<file path="config.mk">
export PLATFORM = sky130hd
export DESIGN_NAME = multicycle_control
export DESIGN_NICKNAME = d
export VERILOG_FILES = /design/src/rtl/mips_ctrl_pkg.sv /design/src/rtl/multicycle_control_alu_decoder.sv /design/src/rtl/multicycle_control.sv
export SDC_FILE = /design/constraint.sdc
export NUM_CORES = 1
export LEC_CHECK = 0
export ABC_CLOCK_PERIOD_IN_PS = 4200
export CORE_ASPECT_RATIO = 1.1
export CORE_MARGIN = 3
export CORE_UTILIZATION = 41
export CTS_BUF_LIST = sky130_fd_sc_hd__clkbuf_8 sky130_fd_sc_hd__clkbuf_16
export DETAILED_ROUTE_END_ITERATION = 10
export HOLD_SLACK_MARGIN = 0.03
export MAX_ROUTING_LAYER = met4
export PLACE_DENSITY = 0.72
export SLEW_MARGIN = 20
export SYNTH_ARGS = -nofsm -noshare
export SYNTH_HDL_FRONTEND = slang
export SYNTH_SLANG_ARGS = --single-unit
</file>
<file path="constraint.sdc">
create_clock -name CLK -period 4.2 [get_ports CLK]
set_clock_uncertainty 0.05 [all_clocks]
set_input_delay 1.26 -clock CLK [delete_from_list [all_inputs] [get_ports CLK]]
set_output_delay 1.26 -clock CLK [all_outputs]
set_load 0.01 [all_outputs]
</file>
<file path="src/rtl/mips_ctrl_pkg.sv">
// rtl/mips_ctrl_pkg.sv - shared types and encodings for the multicycle MIPS control unit
// Contents: state enum, ALU operation class, opcode/func constants,
//           ALUControl codes, RegDst/ALUSrcB/PCSrc select codes.
package mips_ctrl_pkg;

    typedef enum logic [3:0] {
        FETCH   = 4'd0,
        DECODE  = 4'd1,
        MEMADR  = 4'd2,
        MEMRD   = 4'd3,
        MEMWB   = 4'd4,
        MEMWR   = 4'd5,
        RTYPEEX = 4'd6,
        RTYPEWB = 4'd7,
        BRANCH  = 4'd8,
        IMMEX   = 4'd9,
        IMMWB   = 4'd10,
        JUMP    = 4'd11,
        JR      = 4'd12
    } stateType;

    // Which decode table the ALU decoder should apply this cycle.
    typedef enum logic [1:0] {
        CLS_ADD   = 2'd0,
        CLS_SUB   = 2'd1,
        CLS_RTYPE = 2'd2,
        CLS_IMM   = 2'd3
    } aluClassType;

    localparam logic [5:0] OP_RTYPE = 6'b000000;
    localparam logic [5:0] OP_LW    = 6'b100011;
    localparam logic [5:0] OP_SW    = 6'b101011;
    localparam logic [5:0] OP_BEQ   = 6'b000100;
    localparam logic [5:0] OP_BNE   = 6'b000101;
    localparam logic [5:0] OP_ADDI  = 6'b001000;
    localparam logic [5:0] OP_ADDIU = 6'b001001;
    localparam logic [5:0] OP_SLTI  = 6'b001010;
    localparam logic [5:0] OP_ANDI  = 6'b001100;
    localparam logic [5:0] OP_ORI   = 6'b001101;
    localparam logic [5:0] OP_XORI  = 6'b001110;
    localparam logic [5:0] OP_J     = 6'b000010;

    localparam logic [5:0] FN_ADD  = 6'b100000;
    localparam logic [5:0] FN_ADDU = 6'b100001;
    localparam logic [5:0] FN_SUB  = 6'b100010;
    localparam logic [5:0] FN_SUBU = 6'b100011;
    localparam logic [5:0] FN_AND  = 6'b100100;
    localparam logic [5:0] FN_OR   = 6'b100101;
    localparam logic [5:0] FN_XOR  = 6'b100110;
    localparam logic [5:0] FN_NOR  = 6'b100111;
    localparam logic [5:0] FN_SLT  = 6'b101010;
    localparam logic [5:0] FN_SLL  = 6'b000000;
    localparam logic [5:0] FN_SRL  = 6'b000010;
    localparam logic [5:0] FN_SRA  = 6'b000011;
    localparam logic [5:0] FN_JR   = 6'b001000;

    localparam logic [3:0] ALU_AND = 4'b0000;
    localparam logic [3:0] ALU_OR  = 4'b0001;
    localparam logic [3:0] ALU_ADD = 4'b0010;
    localparam logic [3:0] ALU_XOR = 4'b0011;
    localparam logic [3:0] ALU_NOR = 4'b0100;
    localparam logic [3:0] ALU_SUB = 4'b0110;
    localparam logic [3:0] ALU_SLT = 4'b0111;
    localparam logic [3:0] ALU_SLL = 4'b1000;
    localparam logic [3:0] ALU_SRL = 4'b1001;
    localparam logic [3:0] ALU_SRA = 4'b1010;

    localparam logic [1:0] REGDST_RT = 2'b00;
    localparam logic [1:0] REGDST_RD = 2'b01;

    localparam logic [1:0] SRCB_REG   = 2'b00;
    localparam logic [1:0] SRCB_FOUR  = 2'b01;
    localparam logic [1:0] SRCB_IMM   = 2'b10;
    localparam logic [1:0] SRCB_IMMSH = 2'b11;

    localparam logic [1:0] PCSRC_ALU    = 2'b00;
    localparam logic [1:0] PCSRC_ALUOUT = 2'b01;
    localparam logic [1:0] PCSRC_JUMP   = 2'b10;

    // R-type ALU functions that go through RTYPEEX (jr has its own path).
    function automatic logic isRtypeAluFunc(input logic [5:0] fn);
        case (fn)
            FN_ADD, FN_ADDU, FN_SUB, FN_SUBU, FN_AND, FN_OR, FN_XOR,
            FN_NOR, FN_SLT, FN_SLL, FN_SRL, FN_SRA: return 1'b1;
            default:                                return 1'b0;
        endcase
    endfunction

endpackage

</file>
<file path="src/rtl/multicycle_control_alu_decoder.sv">
// rtl/multicycle_control_alu_decoder.sv - op/func/class to ALUControl and ExS
// Ports: aluClass (which table applies), op, func -> aluControl, exS.
module alu_decoder
    import mips_ctrl_pkg::*;
(
    input  aluClassType aluClass,
    input  logic [5:0]  op,
    input  logic [5:0]  func,
    output logic [3:0]  aluControl,
    output logic        exS
);

    always_comb begin
        aluControl = ALU_ADD;
        exS        = 1'b1;
        case (aluClass)
            CLS_SUB: aluControl = ALU_SUB;
            CLS_RTYPE: begin
                case (func)
                    FN_ADD, FN_ADDU: aluControl = ALU_ADD;
                    FN_SUB, FN_SUBU: aluControl = ALU_SUB;
                    FN_AND:          aluControl = ALU_AND;
                    FN_OR:           aluControl = ALU_OR;
                    FN_XOR:          aluControl = ALU_XOR;
                    FN_NOR:          aluControl = ALU_NOR;
                    FN_SLT:          aluControl = ALU_SLT;
                    FN_SLL:          aluControl = ALU_SLL;
                    FN_SRL:          aluControl = ALU_SRL;
                    FN_SRA:          aluControl = ALU_SRA;
                    default:         aluControl = ALU_ADD;
                endcase
            end
            CLS_IMM: begin
                case (op)
                    OP_SLTI: aluControl = ALU_SLT;
                    OP_ANDI: begin aluControl = ALU_AND; exS = 1'b0; end
                    OP_ORI:  begin aluControl = ALU_OR;  exS = 1'b0; end
                    OP_XORI: begin aluControl = ALU_XOR; exS = 1'b0; end
                    default: aluControl = ALU_ADD;
                endcase
            end
            default: aluControl = ALU_ADD;
        endcase
    end

endmodule

</file>
<file path="src/rtl/multicycle_control.sv">
// rtl/multicycle_control.sv - multicycle MIPS control FSM with retirement counter
// Inputs:  CLK, Reset_n (async, active-low), op, func, Zero.
// Outputs: datapath controls (PCEn, IorD, MemWrite, IRWrite, RegDst, Mem2Reg,
//          RegWrite, ALUSrcA, ALUSrcB, ALUControl, PCSrc, ExS), debug State,
//          IllegalOp, Retire and the wrapping InstrCount.
module multicycle_control
    import mips_ctrl_pkg::*;
#(
    parameter int COUNT_W = 32
) (
    input  logic               CLK,
    input  logic               Reset_n,
    input  logic [5:0]         op,
    input  logic [5:0]         func,
    input  logic               Zero,
    output logic               PCEn,
    output logic               IorD,
    output logic               MemWrite,
    output logic               IRWrite,
    output logic [1:0]         RegDst,
    output logic               Mem2Reg,
    output logic               RegWrite,
    output logic               ALUSrcA,
    output logic [1:0]         ALUSrcB,
    output logic [3:0]         ALUControl,
    output logic [1:0]         PCSrc,
    output logic               ExS,
    output logic [3:0]         State,
    output logic               IllegalOp,
    output logic               Retire,
    output logic [COUNT_W-1:0] InstrCount
);

    stateType    state, nextState;
    aluClassType aluClass;
    logic        pcEnRaw, irWriteRaw, memWriteRaw, regWriteRaw;

    always_ff @(posedge CLK or negedge Reset_n) begin
        if (!Reset_n) begin
            state      <= FETCH;
            InstrCount <= '0;
        end else begin
            state <= nextState;
            if (Retire) InstrCount <= InstrCount + COUNT_W'(1);
        end
    end

    always_comb begin
        nextState   = FETCH;
        pcEnRaw     = 1'b0;
        irWriteRaw  = 1'b0;
        memWriteRaw = 1'b0;
        regWriteRaw = 1'b0;
        IorD        = 1'b0;
        RegDst      = REGDST_RT;
        Mem2Reg     = 1'b0;
        ALUSrcA     = 1'b0;
        ALUSrcB     = SRCB_REG;
        PCSrc       = PCSRC_ALU;
        aluClass    = CLS_ADD;
        IllegalOp   = 1'b0;
        Retire      = 1'b0;
        case (state)
            FETCH: begin
                irWriteRaw = 1'b1;
                ALUSrcB    = SRCB_FOUR;
                pcEnRaw    = 1'b1;
                nextState  = DECODE;
            end
            DECODE: begin
                // ALU precomputes PC+4 + (SignImm<<2) so BRANCH can use ALUOut.
                ALUSrcB = SRCB_IMMSH;
                case (op)
                    OP_LW, OP_SW:   nextState = MEMADR;
                    OP_BEQ, OP_BNE: nextState = BRANCH;
                    OP_J:           nextState = JUMP;
                    OP_ADDI, OP_ADDIU, OP_SLTI, OP_ANDI, OP_ORI, OP_XORI:
                                    nextState = IMMEX;
                    OP_RTYPE: begin
                        if (func == FN_JR)             nextState = JR;
                        else if (isRtypeAluFunc(func)) nextState = RTYPEEX;
                        else                           IllegalOp = 1'b1;
                    end
                    default: IllegalOp = 1'b1;
                endcase
            end
            MEMADR: begin
                ALUSrcA   = 1'b1;
                ALUSrcB   = SRCB_IMM;
                nextState = (op == OP_SW) ? MEMWR : MEMRD;
            end
            MEMRD: begin
                IorD      = 1'b1;
                nextState = MEMWB;
            end
            MEMWB: begin
                Mem2Reg     = 1'b1;
                regWriteRaw = 1'b1;
                Retire      = 1'b1;
            end
            MEMWR: begin
                IorD        = 1'b1;
                memWriteRaw = 1'b1;
                Retire      = 1'b1;
            end
            RTYPEEX: begin
                ALUSrcA   = 1'b1;
                aluClass  = CLS_RTYPE;
                nextState = RTYPEWB;
            end
            RTYPEWB: begin
                RegDst      = REGDST_RD;
                regWriteRaw = 1'b1;
                Retire      = 1'b1;
            end
            BRANCH: begin
                // Zero comes straight from this cycle's subtract.
                ALUSrcA  = 1'b1;
                aluClass = CLS_SUB;
                PCSrc    = PCSRC_ALUOUT;
                pcEnRaw  = (op == OP_BEQ) ? Zero : ~Zero;
                Retire   = 1'b1;
            end
            IMMEX: begin
                ALUSrcA   = 1'b1;
                ALUSrcB   = SRCB_IMM;
                aluClass  = CLS_IMM;
                nextState = IMMWB;
            end
            IMMWB: begin
                regWriteRaw = 1'b1;
                Retire      = 1'b1;
            end
            JUMP: begin
                PCSrc   = PCSRC_JUMP;
                pcEnRaw = 1'b1;
                Retire  = 1'b1;
            end
            JR: begin
                // rt is $0, so A + B is just the register target.
                ALUSrcA = 1'b1;
                pcEnRaw = 1'b1;
                Retire  = 1'b1;
            end
            default: nextState = FETCH;
        endcase
    end

    alu_decoder uAluDecoder (
        .aluClass   (aluClass),
        .op         (op),
        .func       (func),
        .aluControl (ALUControl),
        .exS        (ExS)
    );

    // Write strobes are masked while reset is held so nothing commits.
    assign PCEn     = pcEnRaw     & Reset_n;
    assign IRWrite  = irWriteRaw  & Reset_n;
    assign MemWrite = memWriteRaw & Reset_n;
    assign RegWrite = regWriteRaw & Reset_n;
    assign State    = state;

endmodule
</file>
# Word-level counts from Yosys, hierarchy flattened
# Cells that the tools add are included.
[word_totals] ff_bits=36 inputBits=15 output_inout_bits=56 elab_cells=93
[classes] add_sub_neg=1 eq_ne=38 mux=31 n_bitwise=5 n_reduce_logical=16
[ops] op="equality test 6 bit, second input constant" n=11
[ops] op="equality test 6 x 4 -> 1 bit, second input constant" n=7
[ops] op="one-hot mux 4 bit (9 select lines)" n=1
[ops] op="adder 32 x 1 -> 32 bit, second input constant" n=1
[ops] op="one-hot mux 4 bit (6 select lines)" n=1
[ops] op="equality test 4 bit, second input constant" n=5
[ops] op="one-hot mux 4 bit (5 select lines)" n=1
[ops] op="equality test 6 x 2 -> 1 bit, second input constant" n=3
[ops] op="two-way mux 1 bit" n=18
[ops] op="equality test 4 x 3 -> 1 bit, second input constant" n=4
[ops] op="equality test 6 x 3 -> 1 bit, second input constant" n=2
[ops] op="logical NOT 6 bit" n=2
[ops] op="one-hot mux 2 bit (3 select lines)" n=2
[ops] op="one-hot mux 3 bit (4 select lines)" n=1
[ops] op="one-hot mux 4 bit (3 select lines)" n=1
[ops] op="OR reduction 12 bit" n=1
[ops] op="OR reduction 11 bit" n=1
[ops] op="OR reduction 2 bit" n=5
[ops] op="OR reduction 3 bit" n=3
[ops] op="equality test 4 x 2 -> 1 bit, second input constant" n=2
[ops] op="OR reduction 7 bit" n=1
[ops] op="two-way mux 3 bit" n=2
[ops] op="OR reduction 6 bit" n=1
[ops] op="OR reduction 5 bit" n=1
[ops] op="other kinds (9)" n=14

# Logic depth before layout (Yosys ltp)
# Gate-level depths: netlist (run 1).
[depth] ltp_word=10 ltp_mapped=7 mapped_depth_nobuf=6

# Modules after synthesis
# Synthesis (run 1) repeated with hierarchy kept, for this count alone.
[hier_totals] hier_cells=254 hier_area_um2=2316.0
[by_module_without_submodules] mod="multicycle_control" n_inst=1 cells_each=219 area_each_um2=2058.2 seq_area_each_um2=900.9
[by_module_without_submodules] mod="alu_decoder" n_inst=1 cells_each=35 area_each_um2=257.7 seq_area_each_um2=0.0

# Worst setup path before layout (run 1)
# Ideal clock, no wire load.
[synth_timing] path_type="input -> output" from="input op[5]" to="output PCEn" arrival_time_ps=2555 required_ps=2890 path_slack_ps=335 cell_stages=6 n_path_buf=1 cell_sequence="buf_2 -> or4_1 -> nor3b_2 -> xnor2_1 -> o211a_1 -> o21a_1"
[synth_via] elab_chain_cells=4
[synth_lines] element="start, declared" line="multicycle_control.sv:13" source="input logic [5:0] op,"
[synth_lines] element="equality test 6 x 3 -> 1 bit" line="multicycle_control.sv:121" source="pcEnRaw = (op == OP_BEQ) ? Zero : ~Zero;"
[synth_lines] element="two-way mux 1 bit" line="multicycle_control.sv:121"
[synth_lines] element="one-hot mux 1 bit (2 select lines)" line="multicycle_control.sv:63" source="case (state)"
[synth_lines] element="bitwise AND 1 bit" line="multicycle_control.sv:158" source="assign PCEn = pcEnRaw & Reset_n;"
[synth_lines] element="end, declared" line="multicycle_control.sv:16" source="output logic PCEn,"
# Every way passes these cells.

# Worst setup path after layout (run 1)
[layout_timing] from="input op[4]" to="output PCEn"
# The elaborated chain is that of the path after synthesis.

==> impl_results.md, run 1 <==
* Clock Path Buffers at 2
* I/O pins at 71
* Initial Util at 0.433
* #FFs+latches synth at 36
* Post-Route WL at 6.00 mm
* Vias at 2220
* Final hold viol count at 0
* Arr. time, crit path at 2.80 ns
* Post-synthesis cell area at 2220 µm²
* Core area at 5130 µm²
* Post-synthesis async set-or-reset flop share at 1.00
* Sink Count at 36
* Peak supply drop at 0.152 mV
* Fin crit period at 4.11 ns
* CTS Hold Buffers Added at 0
* Syn_nets at 265
* RePlAce Congestion at 0.878
* Initial drt markers at 86
* Sw frac at 0.298
* # port buffers at 69
* Static leakage at 1.47 nW
* Sequential area share after synthesis at 0.406
* Outcome: completed
* Fin area at 3390 µm²
* Clock power share at 0.308
* Total gr overflow at 0
* Row count at 27
* Layout cell share with drive strength beyond 1 at 0.181
* Synth Instances at 249
* Area Growth Syn to Fin at 52.8%
* Antenna Nets Post-Route at 0
* Syn Area/Cell at 8.92 µm²
* Max-Cap Viols at 0
* WP data required at 2.89 ns
* Min-delay worst type: flop to flop
* Die Area at 6340 µm²
* Commonest non-fill, non-tap cells in the layout: clkdlybuf4s50_1, buf_4, dfrtp_1, xnor2_1, nor2_1
* TritonCTS clock tree: done
* Fin crit share at 0.979
* Final Max Tran Viols at 0
* Die height at 83.2 µm
* Comb pwr share at 0.318
* Setup violators final at 0
* CP endpoint kind: output pin
* Fmax at 0.243 GHz
* Crit path kind: input port to output pin
* Clk Latency, worst-skew pair at 0.29 ns
* Sequential power share at 0.373
* Max H-tree Level at 2
* TritonCTS Buffers at 5
* Vias in the first global route at 2104
* Layout Utilization at 0.661
* Root buffer cell: clkbuf_8
* Max Fanout on Critical Path at 2
* NumNets Final at 368
* EDFF count, synth at 0
* Die Wd at 76.2 µm
* Power Total at 1.07 mW
* Ys Warns at 0
* RSZ-0062 raised after global routing: false
* Total GRT Usage at 0.197
* Average vias per placed instance at 5.22
* Switching power at 0.321 mW
* Post-detail-place hpwl at 4.24 mm
* Cell Area, Placed at 3120 µm²
* Most common cell after layout, fill and taps aside: clkdlybuf4s50_1
* Largest net degree at the start of global routing at 22
* Antenna violations before repair at 0
* Setup crit start kind: input port
* Post-synth cell types at 50
* Int Pwr at 0.754 mW
* DR pass1 iterations at 4
* Residual DRC count at 0
* First-pass GRT wire length at 10.1 mm
* Worst-path clk slew at 0.07 ns
* Ant. Diodes at 0
* Main synth FF type: dfrtp_1
* Power Density at 317 nW/µm²
* Avg WL per Cell at 14.1 µm
power groups by stage:
stage | logic, mW | registers [mW] | clock network (mW)
after floorplan | 0.151 | 0.421 | 0
after global placement | 0.348 | 0.407 | 0
after detailed placement | 0.348 | 0.408 | 0
after CTS | 0.343 | 0.402 | 0.336
after global routing | 0.375 | 0.404 | 0.351
final | 0.342 | 0.401 | 0.331
critical path, stage by stage:
cell,delay [ns]
clkdlybuf4s15_1,0.19
or4_4,0.56
nor3b_2,0.19
xnor2_1,0.09
o211a_1,0.22
o21a_1,0.16
buf_2,0.14
sequential cells by signal, indices dropped and copies added, names as in the netlist:
signal	flops
State	4
InstrCount	32
metrics by stage:
step | TNS, ns | setup slack [ns] | cells | hold WS [ns]
after floorplan | 0 | 0.335 | 249 | 0.458
after global placement | -1.69 | -0.503 | 402 | 0.410
after detailed placement | -1.84 | -0.510 | 402 | 0.424
after CTS | -0.0392 | -0.0392 | 425 | 0.434
after global routing | 0 | 0.0136 | 425 | 0.454
final | 0 | 0.0864 | 425 | 0.423
repair_timing:
| action | CTS | global route |
|---|---|---|
| pin swaps | 3 | 6 |
| gates resized for setup | 29 | 6 |
| endpoints found under the setup margin | 7 | 5 |
| buffers inserted | 15 | 0 |
synth_stat cells, types with 2 or more instances:
| cell | number | area share |
|---|---|---|
| nor3_1 | 8 | 0.018 |
| and4_1 | 3 | 0.012 |
| buf_4 | 3 | 0.010 |
| o211ai_1 | 2 | 0.0068 |
| o21a_1 | 2 | 0.0068 |
| o22ai_1 | 2 | 0.0056 |
| a21oi_1 | 5 | 0.011 |
| nor2_1 | 25 | 0.042 |
| dfrtp_1 | 36 | 0.41 |
| inv_1 | 6 | 0.010 |
| o31ai_1 | 3 | 0.010 |
| xnor2_1 | 28 | 0.11 |
| or3_1 | 5 | 0.014 |
| o21ai_0 | 9 | 0.020 |
| nand2b_1 | 8 | 0.023 |
| nand3_1 | 14 | 0.032 |
| nand2_1 | 19 | 0.032 |
| nor3b_1 | 2 | 0.0068 |
| xor2_1 | 9 | 0.035 |
| nor2b_1 | 6 | 0.017 |
| nand4_1 | 11 | 0.031 |
| and3_1 | 5 | 0.014 |
| nor4_1 | 2 | 0.0056 |
| clkbuf_1 | 9 | 0.015 |
| a31oi_1 | 2 | 0.0056 |
layer usage:
metal | share of wire | GRT usage | up-vias | wire length, µm
met5 | 0 | - | - | 0
met4 | 0.012 | 0.0577 | 0 | 70
met3 | 0.033 | 0.0315 | 11 | 196
met2 | 0.52 | 0.339 | 50 | 3120
met1 | 0.43 | 0.238 | 1073 | 2610
li1 | - | - | 1086 | -
area by class of cell:
type	count	area [µm²]
inverters	7	27.5
repair buffers	109	976
clock inverters	1	30.0
clock buffers	7	96.3
flip-flops and latches	36	901
multi-input cells	193	1270
fillers	407	1740
well taps	72	90.1
path summary, 6_finish.rpt:
kind / from / end / slack [ns] / cells after the start
max: op[4] / PCEn / 0.09 / 7
min: InstrCount[31] / InstrCount[31] / 0.42 / 1
max reg2reg: State[2] / InstrCount[31] / 2.02 / 7
min reg2reg: InstrCount[31] / InstrCount[31] / 0.42 / 1
max in group asynchronous: Reset_n / InstrCount[23] / 2.85 / 2
min in group asynchronous: Reset_n / State[2] / 0.76 / 1
cell families after synthesis:
logic type	after synthesis	synth area share
simple gates	116	0.281
mux	2	0.00958
other cells	1	0.00169
flops	36	0.406
fa+ha+maj	1	0.00563
xor+xnor	37	0.146
compound gates	36	0.111
buf+inv	20	0.0400
Note: power is estimated with default switching activity, not from simulation.
==> run 2, diff against run 1 <==
Settings changed: SYNTH_HIERARCHICAL set to 1.
==> run 2 against run 1 <==
Synthesized cell count is 2.0% higher; critical endpoint is now IllegalOp; largest power group unchanged; cell area is 1.6% higher; first-iteration DRC count is 7.0% higher; die area is 4.0% higher; via count is 1.2% higher; clock-buffer cell count is 1 lower; wire length is 1.5% lower; critical path depth stayed put; sequential power is 1% higher.
==> impl_results.md, run 2 <==
* Outcome: completed
* EDFF count, synth at 0 (unchanged)
* I/O pins at 71 (unchanged)
* Post-Route WL at 5.91 mm (-1.5%)
* Fill cells at 481 (+18%)
* Post-synthesis cell area at 2320 µm² (+4.3%)
* CP endpoint kind: output pin
* Post-synth top cells: dfrtp_1, nand2_1, nor2_1
* Layout Utilization at 0.635 (-0.0260)
* Die height at 84.8 µm (+2.0%)
* Post-synth cell types at 57 (+14%)
* #FFs+latches synth at 36 (unchanged)
* Relative max-transition margin at 0.525
* Area Growth Syn to Fin at 48.9%
* Yosys top cell area share at 0.389 (-0.0167)
* Setup crit start kind: input port
* Average vias per placed instance at 5.23 (about the same)
* First-pass GRT wire length at 9.86 mm (-1.9%)
* Clk Latency, worst-skew pair at 0.28 ns (about the same)
* RePlAce Congestion at 0.971 (+11%)
* Ys Warns at 6 (+6)
* Fmax at 0.242 GHz (-0.49%)
* Vias at 2247 (+1.2%)
* Layout cell share with drive strength beyond 1 at 0.175 (-0.00666)
* Setup violators final at 0 (unchanged)
* Initial drt markers at 92 (+7.0%)
* Dpl ws at -0.507 ns (+0.00370 ns)
* Max H-tree Level at 2 (unchanged)
* Power Density at 288 nW/µm² (-9.1%)
* Arr. time, crit path at 2.82 ns (+0.02 ns)
* Fin crit period at 4.13 ns (+0.0203 ns)
* Post-detail-place hpwl at 4.48 mm (+5.5%)
* Main synth FF type: dfrtp_1
* Total GRT Usage at 0.186 (-0.0108)
* Crit path kind: input port to output pin
* Worst-case reg-to-reg path depth at 6 (-1)
* Most common cell after layout, fill and taps aside: clkdlybuf4s50_1
* NumNets Final at 370 (+0.54%)
* Fin crit share at 0.984 (+0.00484)
* Syn Area/Cell at 9.12 µm² (+2.2%)
* Tightest Pin Transition at 0.706 ns
* Static leakage at 1.59 nW (+8.1%)
* Worst-path clk slew at 0.07 ns (about the same)
* Residual DRC count at 0 (unchanged)
* Avg WL per Cell at 13.7 µm (-2.6%)
* Clock Path Buffers at 2 (unchanged)
* Area leader, netlist: dfrtp_1
* Worst Slack Setup Final at 0.0661 ns (-0.0203 ns)
* Root buffer cell: clkbuf_8
* TritonCTS clock tree: done
* WHS at 0.424 ns (+0.000726 ns)
* Sum Neg Setup Slack at 0 ns (unchanged)
* Hold path cells at 1 (unchanged)
* Die Wd at 77.7 µm (+1.9%)
* Final hold viol count at 0 (unchanged)
* WP data required at 2.89 ns (about the same)
* Power Total at 0.992 mW (-7.6%)
* # port buffers at 69 (unchanged)
* Synth Instances at 254 (+2.0%)
* Final Max Tran Viols at 0 (unchanged)
* Antenna violations before repair at 0 (unchanged)
* Total gr overflow at 0 (unchanged)
* Row count at 28 (+3.7%)
* Core area at 5430 µm² (+5.8%)
* Syn_nets at 270 (+1.9%)
* Count leader, synth: dfrtp_1
* Sequential area share after synthesis at 0.389 (-0.0167)
* Commonest non-fill, non-tap cells in the layout: clkdlybuf4s50_1, dfrtp_1, buf_4, nand2_1, nor2_1
* Area contributors post-synth: dfrtp_1, xnor2_1, xor2_1
* Ant. Diodes at 0 (unchanged)
* Die Area at 6590 µm² (+4.0%)
* Max-Cap Viols at 0 (unchanged)
* Sink Count at 36 (unchanged)
* Initial Util at 0.426 (-0.00601)
* Post-synthesis async set-or-reset flop share at 1.00 (unchanged)
* Max Fanout on Critical Path at 2 (unchanged)
* Largest net degree at the start of global routing at 35 (+59%)
* Peak supply drop at 0.132 mV (-13%)
* Register with the most flip-flops: InstrCount
* Vias in the first global route at 2171 (+3.2%)
* RSZ-0062 raised after global routing: false
* Min-delay worst type: flop to flop
* Antenna Nets Post-Route at 0 (unchanged)
* DR pass1 iterations at 4 (unchanged)
* Max FFs per register at 32 (unchanged)
* TritonCTS Buffers at 5 (unchanged)
run 2: final cells by class:
type                    instances  area, µm²  area share
clock inverters                 2       10.0     0.00290
multi-input cells             198       1380       0.401
well taps                      75       93.8      0.0272
inverters                      11       41.3      0.0120
flip-flops and latches         36        901       0.261
clock buffers                   6       82.6      0.0239
repair buffers                102        937       0.272
run 2: final timing paths:
kind | start | to | slack (ns)
max in group asynchronous | Reset_n | InstrCount[26] | 2.73
hold reg to reg | InstrCount[31] | InstrCount[31] | 0.42
min in group asynchronous | Reset_n | State[0] | 0.75
setup / recovery | func[1] | IllegalOp | 0.07
hold / removal | InstrCount[31] | InstrCount[31] | 0.42
setup reg to reg | State[2] | InstrCount[18] | 1.93
run 2: per-stage QoR:
step / cell area (µm²) / instances
floorplan: 2320 / 254
global placement: 3270 / 420
detailed placement: 3270 / 420
CTS: 3410 / 429
global route: 3450 / 430
finish: 3450 / 430
run 2: worst max-delay path, cell delays in order:
cell and delay (ns):
clkdlybuf4s50_1 0.48, or3b_2 0.44, o311ai_1 0.09, buf_4 0.18, a21oi_2 0.06, and3b_1 0.19, buf_2 0.13
run 2: kinds of logic after synthesis:
group,synth area share
xor+xnor,0.125
flops,0.389
mux,0.0130
buf+inv,0.0411
fa+ha+maj,0.00540
other cells,0.00162
simple gates,0.311
compound gates,0.114
run 2: layer usage:
layer | track usage | part of all wire | vias up | wire, µm
met4 | 0.0566 | 0.014 | 0 | 85
met2 | 0.308 | 0.50 | 70 | 2960
li1 | - | - | 1099 | -
met3 | 0.0414 | 0.052 | 8 | 308
met5 | - | 0 | - | 0
met1 | 0.226 | 0.43 | 1070 | 2550
run 2: what timing repair did:
item	4_1_cts	5_1_grt
endpoints found under the setup margin	7	5
buffers inserted	1	1
hold buffers	0	0
pin swaps	4	5
resized for setup	21	11
run 2: report_power, final:
part / switching [mW] / internal [mW] / leakage (nW)
sequential: 0.0381 / 0.369 / 0.496
clock: 0.114 / 0.131 / 0.0510
combinational: 0.161 / 0.179 / 1.04
total: 0.314 / 0.679 / 1.59
